[src/rtl/lsu_pkg.sv]
// Shared load/store-unit definitions: funct3 encodings, FSM states and the
// access-size to byte-mask helper.
package lsu_pkg;

   localparam logic [2:0] LB  = 3'b000;
   localparam logic [2:0] LH  = 3'b001;
   localparam logic [2:0] LW  = 3'b010;
   localparam logic [2:0] LD  = 3'b011;
   localparam logic [2:0] LBU = 3'b100;
   localparam logic [2:0] LHU = 3'b101;
   localparam logic [2:0] LWU = 3'b110;
   localparam logic [2:0] SB  = 3'b000;
   localparam logic [2:0] SH  = 3'b001;
   localparam logic [2:0] SW  = 3'b010;
   localparam logic [2:0] SD  = 3'b011;

   typedef enum logic [2:0] {
      IDLE,
      REQ0,
      WAIT0,
      REQ1,
      WAIT1,
      RESP
   } lsu_state_e;

   // One bit per byte of the access, LSB aligned.
   function automatic logic [7:0] size_mask(input logic [1:0] sz);
      case (sz)
         2'd0:    size_mask = 8'h01;
         2'd1:    size_mask = 8'h03;
         2'd2:    size_mask = 8'h0F;
         default: size_mask = 8'hFF;
      endcase
   endfunction

endpackage

[src/rtl/lsu_align.sv]
// Combinational lane steering: byte enables and store data for both beats,
// and merge plus sign/zero extension of load data.
module lsu_align
   import lsu_pkg::*;
#(
   parameter int DATA_W = 32
) (
   input  logic [$clog2(DATA_W/8)-1:0] off,
   input  logic [1:0]                  sz,
   input  logic                        zext,
   input  logic [DATA_W-1:0]           wdata,
   input  logic [DATA_W-1:0]           rdata0,
   input  logic [DATA_W-1:0]           rdata1,
   output logic [DATA_W/8-1:0]         be0,
   output logic [DATA_W/8-1:0]         be1,
   output logic [DATA_W-1:0]           wdata0,
   output logic [DATA_W-1:0]           wdata1,
   output logic [DATA_W-1:0]           ldata
);

   localparam int NB = DATA_W / 8;

   logic [NB-1:0]       mask;
   logic [2*NB-1:0]     be_full;
   logic [2*DATA_W-1:0] w_full;
   logic [DATA_W-1:0]   merged;
   logic                sbit;
   logic                fill;

   // Shifting the double-width word splits it into the beat-0 and beat-1 halves.
   assign mask    = NB'(size_mask(sz));
   assign be_full = {{NB{1'b0}}, mask} << off;
   assign be0     = be_full[NB-1:0];
   assign be1     = be_full[2*NB-1:NB];
   assign w_full  = {{DATA_W{1'b0}}, wdata} << {off, 3'b000};
   assign wdata0  = w_full[DATA_W-1:0];
   assign wdata1  = w_full[2*DATA_W-1:DATA_W];
   assign merged  = DATA_W'({rdata1, rdata0} >> {off, 3'b000});

   always_comb begin
      case (sz)
         2'd0:    sbit = merged[7];
         2'd1:    sbit = merged[15];
         2'd2:    sbit = merged[31];
         default: sbit = merged[DATA_W-1];
      endcase
   end

   assign fill = sbit & ~zext;

   for (genvar b = 0; b < NB; b++) begin : g_ext
      assign ldata[8*b +: 8] = mask[b] ? merged[8*b +: 8] : {8{fill}};
   end

endmodule

[src/rtl/mem_access_unit.sv]
// Load/store unit: one outstanding access, misaligned accesses split into two
// bus beats (or rejected), load data merged and extended.
module mem_access_unit
   import lsu_pkg::*;
#(
   parameter int DATA_W      = 32,
   parameter int ADDR_W      = 32,
   parameter int MISALIGN_EN = 1
) (
   input  logic                  i_clk,
   input  logic                  i_rstn,
   input  logic                  i_req_valid,
   output logic                  o_req_ready,
   input  logic                  i_req_wen,
   input  logic [2:0]            i_req_func3,
   input  logic [ADDR_W-1:0]     i_req_addr,
   input  logic [DATA_W-1:0]     i_req_wdata,
   output logic                  o_rsp_valid,
   output logic [DATA_W-1:0]     o_rsp_data,
   output logic                  o_rsp_err,
   output logic                  o_mem_req,
   input  logic                  i_mem_gnt,
   output logic                  o_mem_we,
   output logic [ADDR_W-1:0]     o_mem_addr,
   output logic [DATA_W/8-1:0]   o_mem_be,
   output logic [DATA_W-1:0]     o_mem_wdata,
   input  logic                  i_mem_rvalid,
   input  logic [DATA_W-1:0]     i_mem_rdata
);

   localparam int NB   = DATA_W / 8;
   localparam int OFFW = $clog2(NB);

   lsu_state_e        state, state_nx;
   logic              wen_q;
   logic [2:0]        f3_q;
   logic [OFFW-1:0]   off_q;
   logic [ADDR_W-1:0] base_q;
   logic [DATA_W-1:0] wdata_q, rdata0_q, rdata1_q;
   logic              cross_q, err_q;

   logic [OFFW-1:0]   off_in;
   logic [4:0]        end_in;
   logic              cross_in, illegal, err_in, accept;

   logic [NB-1:0]     be0, be1;
   logic [DATA_W-1:0] wdata0, wdata1, ldata;

   assign off_in   = i_req_addr[OFFW-1:0];
   assign end_in   = 5'(off_in) + (5'd1 << i_req_func3[1:0]);
   assign cross_in = end_in > 5'(NB);
   assign illegal  = ((i_req_func3 == LD) && (DATA_W == 32))
                   || (i_req_func3[2:1] == 2'b11)
                   || (i_req_wen && i_req_func3[2]);
   assign err_in   = illegal || (cross_in && (MISALIGN_EN == 0));
   assign accept   = i_req_valid && (state == IDLE);

   always_ff @(posedge i_clk) begin
      if (!i_rstn) state <= IDLE;
      else         state <= state_nx;
   end

   // Request context and returned read beats; qualified by state, so no reset needed.
   always_ff @(posedge i_clk) begin
      if (accept) begin
         wen_q    <= i_req_wen;
         f3_q     <= i_req_func3;
         off_q    <= off_in;
         base_q   <= {i_req_addr[ADDR_W-1:OFFW], {OFFW{1'b0}}};
         wdata_q  <= i_req_wdata;
         cross_q  <= cross_in;
         err_q    <= err_in;
         rdata1_q <= '0;
      end
      if (state == WAIT0 && i_mem_rvalid) rdata0_q <= i_mem_rdata;
      if (state == WAIT1 && i_mem_rvalid) rdata1_q <= i_mem_rdata;
   end

   always_comb begin
      state_nx = state;
      case (state)
         IDLE:    if (i_req_valid) state_nx = err_in ? RESP : REQ0;
         REQ0:    if (i_mem_gnt)   state_nx = !wen_q ? WAIT0 : (cross_q ? REQ1 : RESP);
         WAIT0:   if (i_mem_rvalid) state_nx = cross_q ? REQ1 : RESP;
         REQ1:    if (i_mem_gnt)   state_nx = wen_q ? RESP : WAIT1;
         WAIT1:   if (i_mem_rvalid) state_nx = RESP;
         RESP:    state_nx = IDLE;
         default: state_nx = IDLE;
      endcase
   end

   always_comb begin
      o_req_ready = (state == IDLE);
      o_mem_req   = 1'b0;
      o_mem_we    = 1'b0;
      o_mem_addr  = '0;
      o_mem_be    = '0;
      o_mem_wdata = '0;
      o_rsp_valid = 1'b0;
      o_rsp_err   = 1'b0;
      o_rsp_data  = '0;
      if (state == REQ0) begin
         o_mem_req   = 1'b1;
         o_mem_we    = wen_q;
         o_mem_addr  = base_q;
         o_mem_be    = be0;
         o_mem_wdata = wdata0;
      end else if (state == REQ1) begin
         o_mem_req   = 1'b1;
         o_mem_we    = wen_q;
         o_mem_addr  = base_q + ADDR_W'(NB);
         o_mem_be    = be1;
         o_mem_wdata = wdata1;
      end
      if (state == RESP) begin
         o_rsp_valid = 1'b1;
         o_rsp_err   = err_q;
         if (!err_q && !wen_q) o_rsp_data = ldata;
      end
   end

   lsu_align #(.DATA_W(DATA_W)) u_align (
      .off    (off_q),
      .sz     (f3_q[1:0]),
      .zext   (f3_q[2]),
      .wdata  (wdata_q),
      .rdata0 (rdata0_q),
      .rdata1 (rdata1_q),
      .be0    (be0),
      .be1    (be1),
      .wdata0 (wdata0),
      .wdata1 (wdata1),
      .ldata  (ldata)
   );

endmodule
[config.mk]
export PLATFORM = sky130hd
export DESIGN_NAME = mem_access_unit
export DESIGN_NICKNAME = d
export VERILOG_FILES = /design/src/rtl/lsu_pkg.sv /design/src/rtl/lsu_align.sv /design/src/rtl/mem_access_unit.sv
export SDC_FILE = /design/constraint.sdc
export NUM_CORES = 1
export LEC_CHECK = 0
export ABC_CLOCK_PERIOD_IN_PS = 4900
export BUFFER_PORTS_ARGS = -buffer_cell sky130_fd_sc_hd__buf_2
export CORE_MARGIN = 8
export CORE_UTILIZATION = 25
export DETAILED_ROUTE_END_ITERATION = 10
export GPL_TIMING_DRIVEN = 1
export PLACE_DENSITY_LB_ADDON = 0.2
export SYNTH_ARGS = -nofsm -noshare
export SYNTH_HDL_FRONTEND = slang
export SYNTH_SLANG_ARGS = --single-unit
[constraint.sdc]
create_clock -name i_clk -period 4.9 [get_ports i_clk]
set_input_delay 0.245 -clock i_clk [delete_from_list [all_inputs] [get_ports i_clk]]
set_output_delay 0.245 -clock i_clk [all_outputs]
set_load 0.005 [all_outputs]
-- After elaboration in Yosys (flattened, before gate mapping)
Index checks and enable logic that the tools add are counted.
- flip-flop bits (word level): 137
- latch bits: 0
- RAM bits: 0
- ROM bits: 0
- input bits: 105
- output and inout bits: 105
- word-level logic and storage cells: 78
- memories: 0
- add/sub/neg operators: 2
- multiply operators: 0
- divide/modulo/power cells: 0
- $lt $le $gt $ge: 1
- eq/ne operators: 14
- shift-type cells: 4
- mux-type cells: 32
- bitwise gates (word level): 2
- reductions and logical operators: 13
- operators by type and width (cell ; number):
    $mux W32 ; 8
    $shl A32 B5 Y64 ; 1
    $shr A64 B5 Y32 ; 1
    $add A32 B3 Y32 const B ; 1
    $mux W8 ; 4
    $mux W3 ; 8
    $pmux W3 S5 ; 1
    $pmux W4 S3 ; 1
    $ne A2 B2 Y1 const B ; 5
    $eq A3 B2 Y1 const B ; 3
    $mux W4 ; 2
    $shl A4 B2 Y8 ; 1
    $mux W1 ; 7
    $eq A3 B3 Y1 const B ; 2
    $add A2 B5 Y5 ; 1
    $gt A5 B3 Y1 const B ; 1
    $logic_and A1 B1 Y1 ; 5
    $reduce_and A5 Y1 ; 1
    $shl A1 B2 Y5 const A ; 1
    $eq A2 B2 Y1 const B ; 2
    $eq A3 B1 Y1 const B ; 1
    $logic_not A3 Y1 ; 1
    $eq A2 B1 Y1 const B ; 1
    $logic_not A1 Y1 ; 2
    6 further kinds ; 7

-- Depth between registers and ports, before layout
Gate-level depths: netlist (run 1).
- word-level depth: 6
- gate-level depth with buffers: 7
- gate-level depth less buffers: 7

-- Hierarchy
Synthesis (run 1) repeated with hierarchy kept, for this count alone.
- cells, all modules: 710
- area, all modules: 8295.5 um^2
- by module, submodules not included (module ; times used ; cells an instance ; area an instance (um^2) ; seq. area each (um^2)):
    mem_access_unit ; 1 ; 476 ; 6282.3 ; 4083.9
    lsu_align ; 1 ; 234 ; 2013.2 ; 0.0

-- Worst setup path after synthesis (run 1)
OpenSTA, ideal clock, no wires.
- path type: register to register
- from: register state[1]
- to: register rdata1_q[0], enable pin
- library setup time: 0.359 ns
- arrival: 3.249 ns
- data required time: 4.541 ns
- slack: 1.292 ns
- stages on the path, launching flop included: 6
- path buffers: 2
- clock period less this slack: 3.608 ns
- cell sequence: dfxtp_1 clkbuf_1 clkbuf_1 nor3_1 and2_1 or2_2
- word-level cells in the longest chain between the ends: 3
- elaborated cells between the ends (all ways): 5
- those cells by class: 1 x eq/ne; 4 x reduce/logical
- ends and longest elaborated chain (element ; RTL line ; RTL):
    start, declared ; mem_access_unit.sv:34 ; lsu_state_e state, state_nx;
    start signal, assigned ; mem_access_unit.sv:60 ; else state <= state_nx;
    $logic_not A3 Y1 ; n/a ;
    net o_req_ready ; mem_access_unit.sv:13 ; output logic o_req_ready,
    $logic_and A1 B1 Y1 ; mem_access_unit.sv:56 ; assign accept = i_req_valid && (state == IDLE);
    net accept ; mem_access_unit.sv:44 ; logic cross_in, illegal, err_in, accept;
    $reduce_bool A2 Y1 (no line) ; n/a ;
    end signal, assigned ; mem_access_unit.sv:76 ; if (state == WAIT1 && i_mem_rvalid) rdata1_q <= i_mem_rdata;
    end, declared ; mem_access_unit.sv:39 ; logic [DATA_W-1:0] wdata_q, rdata0_q, rdata1_q;
The timed path passes the listed nets, and every way through them passes these cells.
A chain may end at the register's enable or synchronous reset.

-- Worst setup path in the final report (run 1)
- from: register off_q[1]
- to: output o_mem_wdata[7]
- word-level cells in the longest chain between the ends: 3
- ends and longest elaborated chain (element ; RTL line ; RTL):
    start, declared ; mem_access_unit.sv:37 ; logic [OFFW-1:0] off_q;
    start signal, assigned ; mem_access_unit.sv:68 ; off_q <= off_in;
    $shl A32 B5 Y64 (*) ; lsu_align.sv:35 ; assign w_full = {{DATA_W{1'b0}}, wdata} << {off, 3'b000};
    $mux W32 ; mem_access_unit.sv:108 ; end else if (state == REQ1) begin
    $mux W32 (*) ; mem_access_unit.sv:102 ; if (state == REQ0) begin
    end, declared ; mem_access_unit.sv:26 ; output logic [DATA_W-1:0] o_mem_wdata,
Mark *: on every way between the ends. The rest lies on a longest branch, timed or not.

==> results.json, run 1 <==
{
  "run_status": "complete, no violations",
  "worstSetupPathType": "flop to output pin",
  "vias": 6197,
  "ys_top_cells_by_area": "edfxtp_1, mux4_2, mux2i_1, nor2_1, and2_1",
  "hold_path_end": "base_q[15]",
  "hold_ws_ps": 23.1,
  "path_clk_slew_ps": 70,
  "vdd_drop_max_mv": 0.198,
  "hp-class": "primary input to flop",
  "dr.pass1.iters": 5,
  "core_um2": 28700,
  "worstRegToRegCells": 3,
  "post_drt_wl_per_cell_um": 18.9,
  "grt_antenna_before_repair": 1,
  "cp_data_required_time_ps": 4660,
  "grt_pass1_wl_um": 38400,
  "min_period_ps": 3370,
  "slew_viol_final": 0,
  "hold_viol": 0,
  "grt.overflow.total": 0,
  "grt_max_degree": 52,
  "synthArstFlopShare_pct": 0,
  "design.die.area_um2": 34900,
  "cts-htree-levels": 4,
  "initial_core_util_pct": 25.4,
  "setup_viol": 0,
  "regToRegSetupSlack_ps": 2540,
  "finClkSkew_ps": 20.8,
  "drive_gt1_share_pct": 31.9,
  "cp-start-kind": "flop",
  "drc": 0,
  "netlist_top_cells_count": "edfxtp_1, nor2_1, nand2_1",
  "clock_latency_ps": 430,
  "num_rows": 62,
  "post-cts-setup-buffers": 0,
  "post_cts_resize_count": 0,
  "min_from": "i_req_addr[15]",
  "fillCellCount": 2911,
  "timing.rr.end": "wdata_q[15]",
  "hold_path_depth": 1,
  "numCtsBuffers": 17,
  "syn2layout_area_growth_pct": 40.2,
  "synth-seq-area-share_pct": 52.8,
  "finalCritPeriodShare_pct": 68.9,
  "io_buffers": 207,
  "drtAntennaViolNets": 0,
  "grt_pass1_vias": 6553,
  "synth.most_common_cell": "edfxtp_1",
  "powerDensity_nw_per_um2": 341,
  "p_leak_nw": 4.11,
  "die_h_um": 187,
  "synth_top_flop_cell": "edfxtp_1",
  "cts_tree": "built",
  "slew_headroom_pct": 20.3,
  "worstMarginPinSlew_ps": 1190,
  "end_kind": "output pin",
  "cts_hold_buf": 88,
  "io_pins": 210,
  "setup_tns_ps": 0,
  "die_w_um": 187,
  "max-cap-violations": 0,
  "gp_congestion": 0.781,
  "drtIter0Drc": 384,
  "synth.avg_cell_area_um2": 11.6,
  "synth_cell_types": 56,
  "synth-seq-cells": 129,
  "cts_buffer_depth": 2,
  "ys_warn_count": 0,
  "viasPerCell": 4.72,
  "syn_inst": 630,
  "finalNetCount": 1023,
  "synth_edf_count": 126,
  "clock.fmax_mhz": 296,
  "rsz0062_at_grt": "false",
  "hpwl_um": 17800,
  "synth_top_area_share_pct": 51.9,
  "cp.arrival_ps": 3130,
  "cts.sinks": 129,
  "synth_area_um2": 7280,
  "grt_usage_pct": 14.0,
  "root_buffer": "clkbuf_16",
  "crit_fanout": 19,
  "yosys.area.top_type": "edfxtp_1",
  "worstReg2RegStart": "state[1]",
  "drt-total-wl_um": 24800
}
==> critical path, stage by stage (launching register included) <==
cell       delay (ps)
edfxtp_1          770
inv_1             460
nand3_1           370
nor2_1            760
o2bb2ai_1         190
buf_2             150
==> stage by stage <==
step / utilization, % / instances / setup WS, ps / total power [W] / cell area [um2]
2_1_floorplan: - / 631 / 1290 / 0.00187 / 7290
3_3_place_gp: 30.4 / 1191 / 1960 / 0.00215 / 8720
3_5_place_dp: 30.4 / 1191 / 1910 / 0.00215 / 8720
4_1_cts: 35.6 / 1311 / 1420 / 0.00354 / 10200
5_1_grt: 35.6 / 1312 / 1170 / 0.00366 / 10200
6_report: 35.6 / 1312 / 1530 / 0.00349 / 10200
==> routing by layer <==
layer | vias to the layer above | share of wire, % | global-route usage [%]
met5 | - | 0 | 0
met2 | 185 | 48 | 22.9
met3 | 33 | 4.8 | 3.23
li1 | 2973 | - | -
met1 | 3006 | 45 | 17.8
met4 | 0 | 2.4 | 5.41
==> kinds of logic after synthesis <==
group,count (synthesis),synth area share (%)
simple gates,249,17.7
flops,129,52.8
compound gates,112,9.72
mux,67,14.1
buf+inv,55,3.23
xor+xnor,13,1.56
fa+ha+maj,4,0.790
other cells,1,0.0515
==> power by group <==
part / leakage, nW / switching [W] / internal [W]
Sequential: 1.22 / 0.000109 / 0.00136
Combinational: 2.60 / 0.000383 / 0.000320
Clock: 0.294 / 0.000619 / 0.000694
Total: 4.11 / 0.00111 / 0.00237
==> sequential cells by signal (all words and copies together), names as in the netlist <==
name      flops
err_q         1
base_q       30
wdata_q      32
wen_q         1
state         3
f3_q          3
off_q         2
rdata1_q     24
rdata0_q     32
cross_q       1
==> layout make-up <==
cell class              count  area [um2]  area share [%]
diodes                      1        2.50          0.0245
clock buffers              17         425            4.17
clock inverters            15         183            1.79
well taps                 384         480            4.70
flip-flops and latches    129        3840            37.6
multi-input cells         447        3230            31.6
repair buffers            306        2000            19.6
inverters                  13        48.8           0.478
==> cells in the final DEF, fill, tap and decap left out, drive strengths merged, types with 18 or more instances in the layout <==
master and instances:
nand3 21, nor2 77, mux4 28, and3 18
nand2 40, and2 33, buf 218, a21oi 36
inv 21, o21ai 20, mux2i 32, edfxtp 126
dlygate4sd3 88
==> worst max path at each step <==
stage	slack (ps)	from	cells after the start	to
floorplan	1290	state[1]	5	rdata1_q[0]
global placement	1960	off_q[1]	5	o_mem_wdata[7]
detailed placement	1910	off_q[1]	5	o_mem_wdata[7]
CTS	1420	off_q[1]	5	o_mem_wdata[7]
global route	1170	off_q[1]	5	o_mem_wdata[7]
finish	1530	off_q[1]	5	o_mem_wdata[7]
(Power assumes the default switching activity.)
==> inputs of run 2 (changes only) <==
--- a/config.mk
+++ b/config.mk
@@ -5,7 +5,8 @@
 export SDC_FILE = /design/constraint.sdc
 export NUM_CORES = 1
 export LEC_CHECK = 0
-export ABC_CLOCK_PERIOD_IN_PS = 4900
+export ABC_AREA = 1
+export ABC_CLOCK_PERIOD_IN_PS = 3500
 export BUFFER_PORTS_ARGS = -buffer_cell sky130_fd_sc_hd__buf_2
 export CORE_MARGIN = 8
 export CORE_UTILIZATION = 25
==> constraint.sdc (replaced) <==
create_clock -name i_clk -period 3.5 [get_ports i_clk]
set_input_delay 0.175 -clock i_clk [delete_from_list [all_inputs] [get_ports i_clk]]
set_output_delay 0.175 -clock i_clk [all_outputs]
set_load 0.005 [all_outputs]
==> run 2 against run 1 <==
  * Die area rose by 3.4%
  * Critical endpoint is now o_rsp_data[18]
  * Worst hold slack better by 11 ps
  * Sequential share of layout area shrank 1.2 points
  * First-iteration DRC count up 23%
  * Final cell count up 24%
  * Utilization decreased by 0.066 points
  * Clock skew down 11 ps
  * Sequential power increased by 76%
  * Global-route usage rose by 0.71 points
  * Clock-buffer cell count up 2
  * Area after synthesis increased by 3.7%
==> results.json, run 2 <==
{
  "final_area_um2": 10600,
  "largest_registers": "rdata0_q x32, wdata_q x32, base_q x30",
  "rsz0062_at_grt": "false",
  "synth_top_flop_cell": "edfxtp_1",
  "path_clk_slew_ps": 60,
  "synth-seq-cells": 129,
  "synth_edf_count": 126,
  "cp_slowest_stage_delay_ps": 640,
  "drtIter0Drc": 474,
  "synthArstFlopShare_pct": 0,
  "dr.pass1.iters": 6,
  "drive_gt1_share_pct": 22.9,
  "drt-total-wl_um": 26500,
  "switching_share_pct": 39.4,
  "cts.sinks": 129,
  "synth_cell_types": 40,
  "clock_latency_ps": 420,
  "regToRegSetupSlack_ps": 1420,
  "cpMostUsedCell": "nand2_1",
  "hpwl_um": 19100,
  "p_int_w": 0.00435,
  "cp_data_required_time_ps": 3320,
  "pwr-share-seq_pct": 35.9,
  "finalNetCount": 1334,
  "vias": 7338,
  "cp-start-kind": "flop",
  "slew_viol_final": 0,
  "slew_headroom_pct": 36.5,
  "synth.most_common_cell": "nand2_1",
  "slowest_stage": "buf_4",
  "powerDensity_nw_per_um2": 680,
  "cts_tree": "built",
  "cts-htree-levels": 4,
  "synth_top_area_share_pct": 50.1,
  "initial_core_util_pct": 25.4,
  "mostFrequentLayoutCell": "nand2_1",
  "io_pins": 210,
  "clockPowerShare_pct": 26.4,
  "num_rows": 63,
  "die_h_um": 190,
  "ys_warn_count": 0,
  "crit_fanout": 87,
  "pwr-share-comb_pct": 37.7,
  "hold_viol": 0,
  "grt_usage_pct": 14.7,
  "grt_pass1_wl_um": 41400,
  "post-place-ws_ps": 1090,
  "fillCellCount": 3103,
  "grt.overflow.total": 0,
  "setup_viol": 0,
  "drtAntennaViolNets": 0,
  "numCtsBuffers": 17,
  "worstMarginPinSlew_ps": 950,
  "post_drt_wl_per_cell_um": 16.3,
  "io_buffers": 207,
  "finClkSkew_ps": 9.76,
  "die_w_um": 190,
  "min_period_ps": 2830,
  "crit_chain": "buf_4 > nand2_1 > nand3_1 > nand2_1 > nand2_1 > nand3_1 > nand2_1 > nand2_2 > nor2_1 > buf_2",
  "design.die.area_um2": 36000,
  "grt_pass1_vias": 7439,
  "post_cts_resize_count": 0,
  "run_status": "complete, no violations",
  "postPlaceCellArea_um2": 8930,
  "synth_area_um2": 7550,
  "fin_util_pct": 35.5,
  "cts_hold_buf": 100,
  "drc": 0,
  "hp-class": "primary input to flop",
  "vdd_drop_max_mv": 0.395,
  "gp_congestion": 0.855,
  "yosys.area.top_type": "edfxtp_1",
  "cp.arrival_ps": 2660,
  "cts_buffer_depth": 2,
  "grt_antenna_before_repair": 2,
  "ys_top_cells_by_area": "edfxtp_1, nand2_1, o21ai_0, nor2_1, inv_1",
  "core_um2": 29700,
  "viasPerCell": 4.50,
  "synth.avg_cell_area_um2": 8.11,
  "syn2layout_area_growth_pct": 39.7,
  "max-cap-violations": 0,
  "setup_tns_ps": 0,
  "netlist_top_cells_count": "nand2_1, edfxtp_1, nor2_1",
  "synth-seq-area-share_pct": 50.9,
  "p_leak_nw": 4.69,
  "end_kind": "output pin",
  "multi_input_area_um2": 3060,
  "seq_area_um2": 3840,
  "post-cts-setup-buffers": 0,
  "final_cell_mix": "nand2_1, buf_2, edfxtp_1, nor2_1, inv_1",
  "root_buffer": "clkbuf_16",
  "clock.fmax_mhz": 353,
  "worstSetupPathType": "flop to output pin",
  "syn_inst": 931,
  "finalCritPeriodShare_pct": 80.9,
  "finalWorstSetupSlack_ps": 669,
  "grt_max_degree": 88,
  "switching_power_w": 0.00283
}
run 2: worst max-delay path, delay by kind of cell, from the launching register on:
family                 cells  cell delay, ps
buffers and inverters      2             780
and+or+nand+nor            8            1080
DFF                        1             360
run 2: area by class of cell:
cell class	instances	area share (%)
Antenna cell	1	0.0237
Clock buffer	19	4.10
Clock inverter	13	1.73
Inverter	114	4.13
Multi-Input combinational cell	647	29.0
Sequential cell	129	36.4
Tap cell	390	4.62
Timing Repair Buffer	316	19.9
run 2: kinds of logic after synthesis:
group                    share of synthesized area, %
AO/OA/AOI/OAI                                    15.1
XOR/XNOR                                        0.348
adder cells (fa/ha/maj)                         0.762
buffers and inverters                            8.83
flip-flops                                       50.9
multiplexers                                    0.133
other                                          0.0497
AND/OR/NAND/NOR                                  23.9
run 2: power by group through the flow:
stage,registers (W),clock network (W),logic [W]
2_1_floorplan,0.00252,0,0.00169
3_3_place_gp,0.00261,0,0.00267
3_5_place_dp,0.00260,0,0.00266
4_1_cts,0.00258,0.00194,0.00276
5_1_grt,0.00263,0.00199,0.00307
6_report,0.00258,0.00190,0.00270
run 2: worst paths after layout:
kind                                start        endpoint  cells after the start
worst min register to register    cross_q        state[2]                      5
worst max-delay path             off_q[0]  o_rsp_data[18]                     10
worst max register to register   state[1]     wdata_q[16]                      4
worst min-delay path            i_mem_gnt        state[0]                      3
run 2: layer usage:
| layer | up-vias | track usage [%] | wire length [um] |
|---|---|---|---|
| li1 | 3700 | - | - |
| met1 | 3369 | 18.2 | 11600 |
| met2 | 237 | 24.8 | 12700 |
| met3 | 30 | 4.19 | 1720 |
| met4 | 2 | 4.33 | 449 |
| met5 | - | 0 | 13 |
run 2: per-stage QoR:
step	total power (W)	cells	hold slack (ps)
6_report	0.00718	1629	33.7
5_1_grt	0.00770	1628	25.4
4_1_cts	0.00728	1628	16.0
3_5_place_dp	0.00527	1496	353
3_3_place_gp	0.00528	1496	352
2_1_floorplan	0.00421	932	274
